[config.mk]
export PLATFORM = sky130hd
export DESIGN_NAME = ysyx_25060170_lsu
export DESIGN_NICKNAME = d
export VERILOG_FILES = /design/src/rtl/ysyx_25060170_pkg.sv /design/src/rtl/ysyx_25060170_lsu_ext.sv /design/src/rtl/ysyx_25060170_lsu.sv
export SDC_FILE = /design/constraint.sdc
export NUM_CORES = 1
export LEC_CHECK = 0
export BUFFER_PORTS_ARGS = -buffer_cell sky130_fd_sc_hd__buf_2
export CORE_MARGIN = 1
export CORE_UTILIZATION = 54
export CTS_CLUSTER_SIZE = 14
export DETAILED_ROUTE_END_ITERATION = 8
export PLACE_DENSITY = 0.93
export SLEW_MARGIN = 25
export SYNTH_ARGS = -nofsm -noshare
export SYNTH_HDL_FRONTEND = slang
export SYNTH_SLANG_ARGS = --single-unit
[constraint.sdc]
create_clock -name clk -period 4.42 [get_ports clk]
set_clock_uncertainty 0.1 [all_clocks]
set_input_delay 0.663 -clock clk [delete_from_list [all_inputs] [get_ports clk]]
set_output_delay 0.663 -clock clk [all_outputs]
set_load 0.03 [all_outputs]
[src/rtl/ysyx_25060170_pkg.sv]
// Shared LSU types: memory op codes, FSM state, store/align helpers.
// Imported by ysyx_25060170_lsu and ysyx_25060170_lsu_ext.
package ysyx_25060170_pkg;

    typedef enum logic [3:0] {
        MEM_NONE = 4'd0,
        LB       = 4'd1,
        LH       = 4'd2,
        LW       = 4'd3,
        LBU      = 4'd4,
        LHU      = 4'd5,
        SB       = 4'd6,
        SH       = 4'd7,
        SW       = 4'd8
    } mem_op_t;

    typedef enum logic [1:0] {
        IDLE = 2'd0,
        REQ  = 2'd1,
        WAIT = 2'd2,
        HOLD = 2'd3
    } lsu_state_t;

    function automatic logic is_store(input mem_op_t op);
        return op inside {SB, SH, SW};
    endfunction

    function automatic logic is_load(input mem_op_t op);
        return op inside {LB, LH, LW, LBU, LHU};
    endfunction

    function automatic logic misaligned(
        input mem_op_t    op,
        input logic [1:0] off
    );
        logic m;
        m = 1'b0;
        case (op)
            LH, LHU, SH: m = off[0];
            LW, SW:      m = |off;
            default:     m = 1'b0;
        endcase
        return m;
    endfunction

    function automatic logic [3:0] st_strb(
        input mem_op_t    op,
        input logic [1:0] off
    );
        logic [3:0] s;
        s = 4'b0000;
        case (op)
            SB:      s = 4'b0001 << off;
            SH:      s = 4'b0011 << {off[1], 1'b0};
            SW:      s = 4'b1111;
            default: s = 4'b0000;
        endcase
        return s;
    endfunction

    // Byte/half replicated on every lane so the strobe alone picks the target.
    function automatic logic [31:0] st_wdata(
        input mem_op_t     op,
        input logic [31:0] w
    );
        logic [31:0] d;
        d = w;
        case (op)
            SB:      d = {4{w[7:0]}};
            SH:      d = {2{w[15:0]}};
            default: d = w;
        endcase
        return d;
    endfunction

endpackage

[src/rtl/ysyx_25060170_lsu_ext.sv]
// Load lane select and sign/zero extension (combinational).
// Ports: op_i, off_i (addr[1:0]), rdata_i (read word) -> data_o.
module ysyx_25060170_lsu_ext
    import ysyx_25060170_pkg::*;
(
    input  mem_op_t     op_i,
    input  logic [1:0]  off_i,
    input  logic [31:0] rdata_i,
    output logic [31:0] data_o
);

    logic [7:0]  byte_s;
    logic [15:0] half_s;

    always_comb begin
        byte_s = 8'h00;
        case (off_i)
            2'd0:    byte_s = rdata_i[7:0];
            2'd1:    byte_s = rdata_i[15:8];
            2'd2:    byte_s = rdata_i[23:16];
            default: byte_s = rdata_i[31:24];
        endcase
        half_s = off_i[1] ? rdata_i[31:16] : rdata_i[15:0];
    end

    always_comb begin
        data_o = 32'h0;
        case (op_i)
            LB:      data_o = {{24{byte_s[7]}}, byte_s};
            LBU:     data_o = {24'h0, byte_s};
            LH:      data_o = {{16{half_s[15]}}, half_s};
            LHU:     data_o = {16'h0, half_s};
            LW:      data_o = rdata_i;
            default: data_o = 32'h0;
        endcase
    end

endmodule

[src/rtl/ysyx_25060170_lsu.sv]
// Load/store unit between EXU and WBU: IDLE/REQ/WAIT/HOLD FSM driving
// a req/gnt + rvalid memory port. Ports: in_* (EXU side, valid/ready),
// out_* (WBU side, valid/ready), mem_* (memory), err (misalign flag).
// YSYX_25060170_LSU_MISALIGN_CHK_EN: trap misaligned ops with err=1
// instead of issuing them with the aligned-down address.
module ysyx_25060170_lsu
    import ysyx_25060170_pkg::*;
#(
    parameter int ADDR_W = 32,
    parameter int DATA_W = 32
) (
    input  logic              clk,
    input  logic              rst_n,
    input  logic              in_valid,
    output logic              in_ready,
    input  mem_op_t           in_mem_op,
    input  logic [ADDR_W-1:0] in_addr,
    input  logic [DATA_W-1:0] in_wdata,
    input  logic [4:0]        in_rd,
    input  logic              in_rwen,
    output logic              out_valid,
    input  logic              out_ready,
    output logic [DATA_W-1:0] out_wdata,
    output logic [4:0]        out_rd,
    output logic              out_rwen,
    output logic              mem_req,
    input  logic              mem_gnt,
    output logic              mem_we,
    output logic [ADDR_W-1:0] mem_addr,
    output logic [DATA_W-1:0] mem_wdata,
    output logic [3:0]        mem_wstrb,
    input  logic              mem_rvalid,
    input  logic [DATA_W-1:0] mem_rdata,
    output logic              err
);

    lsu_state_t        state_q;
    mem_op_t           op_q;
    logic [1:0]        off_q;
    logic              in_ready_q;
    logic              out_valid_q;
    logic [DATA_W-1:0] out_wdata_q;
    logic [4:0]        out_rd_q;
    logic              out_rwen_q;
    logic              mem_req_q;
    logic              mem_we_q;
    logic [ADDR_W-1:0] mem_addr_q;
    logic [DATA_W-1:0] mem_wdata_q;
    logic [3:0]        mem_wstrb_q;
    logic              err_q;
    logic              mis;
    logic              accept;
    logic              rd_wen;
    logic [DATA_W-1:0] ld_data;

`ifdef YSYX_25060170_LSU_MISALIGN_CHK_EN
    assign mis = misaligned(in_mem_op, in_addr[1:0]);
`else
    assign mis = 1'b0;
`endif

    assign accept = in_valid && in_ready_q;
    assign rd_wen = in_rwen && (in_rd != 5'd0);

    ysyx_25060170_lsu_ext u_ext (
        .op_i    (op_q),
        .off_i   (off_q),
        .rdata_i (mem_rdata),
        .data_o  (ld_data)
    );

    always_ff @(posedge clk or negedge rst_n) begin
        if (!rst_n) begin
            state_q     <= IDLE;
            op_q        <= MEM_NONE;
            off_q       <= 2'b00;
            in_ready_q  <= 1'b0;
            out_valid_q <= 1'b0;
            out_wdata_q <= '0;
            out_rd_q    <= 5'd0;
            out_rwen_q  <= 1'b0;
            mem_req_q   <= 1'b0;
            mem_we_q    <= 1'b0;
            mem_addr_q  <= '0;
            mem_wdata_q <= '0;
            mem_wstrb_q <= 4'b0000;
            err_q       <= 1'b0;
        end else begin
            unique case (state_q)
                IDLE: begin
                    in_ready_q <= 1'b1;
                    if (accept) begin
                        in_ready_q <= 1'b0;
                        op_q       <= in_mem_op;
                        off_q      <= in_addr[1:0];
                        out_rd_q   <= in_rd;
                        if (in_mem_op == MEM_NONE) begin
                            out_wdata_q <= in_addr;
                            out_rwen_q  <= rd_wen;
                            out_valid_q <= 1'b1;
                            state_q     <= HOLD;
                        end else if (mis) begin
                            out_wdata_q <= '0;
                            out_rwen_q  <= 1'b0;
                            err_q       <= 1'b1;
                            out_valid_q <= 1'b1;
                            state_q     <= HOLD;
                        end else begin
                            out_rwen_q  <= rd_wen
                                && !is_store(in_mem_op);
                            mem_req_q   <= 1'b1;
                            mem_we_q    <= is_store(in_mem_op);
                            mem_addr_q  <= {in_addr[ADDR_W-1:2], 2'b00};
                            mem_wdata_q <= st_wdata(in_mem_op, in_wdata);
                            mem_wstrb_q <= st_strb(in_mem_op, in_addr[1:0]);
                            state_q     <= REQ;
                        end
                    end
                end
                REQ: begin
                    if (mem_gnt) begin
                        mem_req_q <= 1'b0;
                        state_q   <= WAIT;
                    end
                end
                WAIT: begin
                    if (mem_rvalid) begin
                        out_wdata_q <= is_load(op_q) ? ld_data : '0;
                        out_valid_q <= 1'b1;
                        state_q     <= HOLD;
                    end
                end
                HOLD: begin
                    if (out_ready) begin
                        out_valid_q <= 1'b0;
                        err_q       <= 1'b0;
                        in_ready_q  <= 1'b1;
                        state_q     <= IDLE;
                    end
                end
                default: state_q <= IDLE;
            endcase
        end
    end

    assign in_ready  = in_ready_q;
    assign out_valid = out_valid_q;
    assign out_wdata = out_wdata_q;
    assign out_rd    = out_rd_q;
    assign out_rwen  = out_rwen_q;
    assign mem_req   = mem_req_q;
    assign mem_we    = mem_we_q;
    assign mem_addr  = mem_addr_q;
    assign mem_wdata = mem_wdata_q;
    assign mem_wstrb = mem_wstrb_q;
    assign err       = err_q;

endmodule

==> run metrics <==
Final Power 6.33 mW; largest net degree at the start of global routing 94; post-CTS resize count 0; Die X 107 um; Async SR Flop Fraction 1.00; final hold viol count 0; via count 5460; EDFF count, synth 0; CTS root buffer clkbuf_8; cell taking the most area after synthesis dfrtp_1; total track usage 0.303; Routed Antenna Nets 0; Final min period 3.49 ns; critical-path cell list inv_1, ha_1, and3_1, nand2_4, mux2_2; Worst setup EP type register; Logic pwr share 0.466; Crit path required time 4.72 ns; Setup Buffers After CTS 0; R2R cell count 5; Final period util 0.791; Setup violations, final 0; Crit Path Max Fanout 93; Switching Share 0.439; RSZ-0062 raised after global routing false; Routed WL 17.0 mm; DPL Wire Length 12.0 mm; share of Yosys cell area claimed by the top area cell type 0.490; P_sw 2.78 mW; Initial Utilization 0.566; Clk Latency, worst-skew pair 0.52 ns; worst-margin pin slew 1.01 ns; total CTS buffers 17; # H-tree levels 4; initial antenna violation count 0; Post-DP Area 0.00701 mm^2; sequential-to-total area share from yosys stat 0.490; Mean Syn Cell Area 10.2 um^2; IO Count 223; Area contributors post-synth dfrtp_1 49%, mux2_2 7.4%, nand2_1 5.5%; fin area 0.00765 mm^2; Layout Area Growth over Synthesis 29.2%; Crit Reg-Reg Endpoint mem_addr[16]$_DFFE_PN0P_; detailed-route DRC error count 0; WP data arrival 3.79 ns; # hold bufs at CTS 0; fmax 286 MHz; Slew Viols, Final 0; number of global-route vias before repair 5363; dpl ws 1.06 ns; post-synthesis cell type count 49; CP Launch Type register; Crit Path Category register to register; initial DRC count 410; Clock power frac 0.232; synthesized instance count 580; Placer Congestion 1.07; Worst-path clk slew 0.06 ns; die area 0.0114 mm^2; # nets final 895; total number of yosys warnings 0; most common cell after layout, fill and taps aside buf_2; most frequent cells in the layout 218 x buf_2, 116 x dfrtp_1, 86 x nand2_1; layout cells sized above 1 0.389; clk sink count 116; TritonRoute pass-1 iters 5; # diodes 0; sequential power share 0.302; die height 107 um; Hold Path Class primary input to async pin; # rows 37; IO Port Bufs 219; leakage 3.90 nW; hold slack final 0.0558 ns; PnR worst setup slack 0.926 ns; reg-to-reg startpoint state_q[0]$_DFFE_PN0P_; total global routing overflow 0; Fin Setup TNS 0 ns; slowest CP cell ha_1; status completed; Mapped Area 0.00592 mm^2; Crit path largest cell delay 0.76 ns; Int Power 3.55 mW; main flop type after synthesis dfrtp_1; CTS tree done; slew margin rel. 0.324; Peak VDD IR 0.476 mV; Max-Cap Viols 0; first-pass GRT wire length 26.7 mm; R2R Setup Slk 0.93 ns; Power per Cell Area 827 mW/mm^2; synthesis-stage register bit count 116; post-DR wirelength/cell 18.3 um; clk buf depth 2; DR vias/cell 5.88; core area 0.0105 mm^2
kinds of logic (layout without fill, tap and decap cells):
group                    count (synthesis)  count (layout)  synth area share
AND/OR/NAND/NOR                        173             173             0.138
AO/OA/AOI/OAI                          159             159             0.174
flip-flops                             116             116             0.490
multiplexers                            71              71             0.143
buffers and inverters                   55             265            0.0446
adder cells (fa/ha/maj)                  4               4           0.00845
other                                    1               3          0.000633
XOR/XNOR                                 1               1           0.00148
state kept, by name (all words and copies together) (netlist names):
| register | cells |
|---|---|
| mem_wdata | 32 |
| out_wdata | 32 |
| mem_addr | 30 |
| out_rd | 5 |
| mem_wstrb | 4 |
| op_q | 4 |
| off_q | 2 |
| state_q | 2 |
| in_ready | 1 |
| mem_req | 1 |
| mem_we | 1 |
| out_rwen | 1 |
| out_valid | 1 |
critical path, delay by kind of cell (launching register included):
kind	cells	cell delay [ns]
fa+ha+maj	1	0.76
buf+inv	1	0.13
flops	1	0.41
mux	1	0.51
simple gates	2	1.42
final cells by class:
cell class	instances	area, um^2
Clock buffer	22	453
Clock inverter	10	178
Fill cell	709	2810
Inverter	10	37.5
Multi-Input combinational cell	411	2780
Sequential cell	116	2900
Tap cell	136	170
Timing Repair Buffer	223	1130
through the flow:
| stage | utilization | cells |
|---|---|---|
| 2_1_floorplan | - | 582 |
| 3_3_place_gp | 0.670 | 896 |
| 3_5_place_dp | 0.670 | 896 |
| 4_1_cts | 0.731 | 928 |
| 5_1_grt | 0.731 | 928 |
| 6_report | 0.731 | 928 |
per-layer routing:
layer,up-vias,share of wire,track usage,routed length (um)
li1,2475,-,-,-
met1,2646,0.40,0.377,6730
met2,295,0.51,0.498,8630
met3,44,0.067,0.0681,1140
met4,0,0.028,0.148,482
met5,-,0,0,0
power groups by stage:
stage / combinational (mW) / clock, mW / sequential, mW
after floorplan: 1.24 / 0 / 2.72
after global placement: 2.81 / 0 / 1.87
after detailed placement: 2.90 / 0 / 1.91
after CTS: 2.93 / 1.48 / 1.90
after global routing: 3.15 / 1.54 / 1.97
final: 2.95 / 1.47 / 1.91
cell usage after synthesis (all sizes together) (3+ instances only):
library cell	count
a31oi	17
mux4	7
a22oi	7
nor3	3
mux2i	25
and3	10
a21oi	41
ha	4
o21ai	46
a22o	12
nand3	3
a221o	8
nor2b	19
dfrtp	116
inv	10
nand2	88
buf	22
nor2	37
a211o	16
mux2	39
nand2b	3
clkbuf	23
worst max-delay path by stage:
stage                                 startpoint                        to  depth (start not counted)
after CTS                 state_q[0]$_DFFE_PN0P_  mem_addr[16]$_DFFE_PN0P_                          5
after global placement    state_q[0]$_DFFE_PN0P_  mem_addr[26]$_DFFE_PN0P_                          5
final                     state_q[0]$_DFFE_PN0P_  mem_addr[16]$_DFFE_PN0P_                          5
after global routing      state_q[0]$_DFFE_PN0P_  mem_addr[24]$_DFFE_PN0P_                          5
after floorplan                     in_mem_op[0]  mem_addr[10]$_DFFE_PN0P_                          7
after detailed placement  state_q[0]$_DFFE_PN0P_  mem_addr[16]$_DFFE_PN0P_                          5
Power figures use the tool's default switching activity.
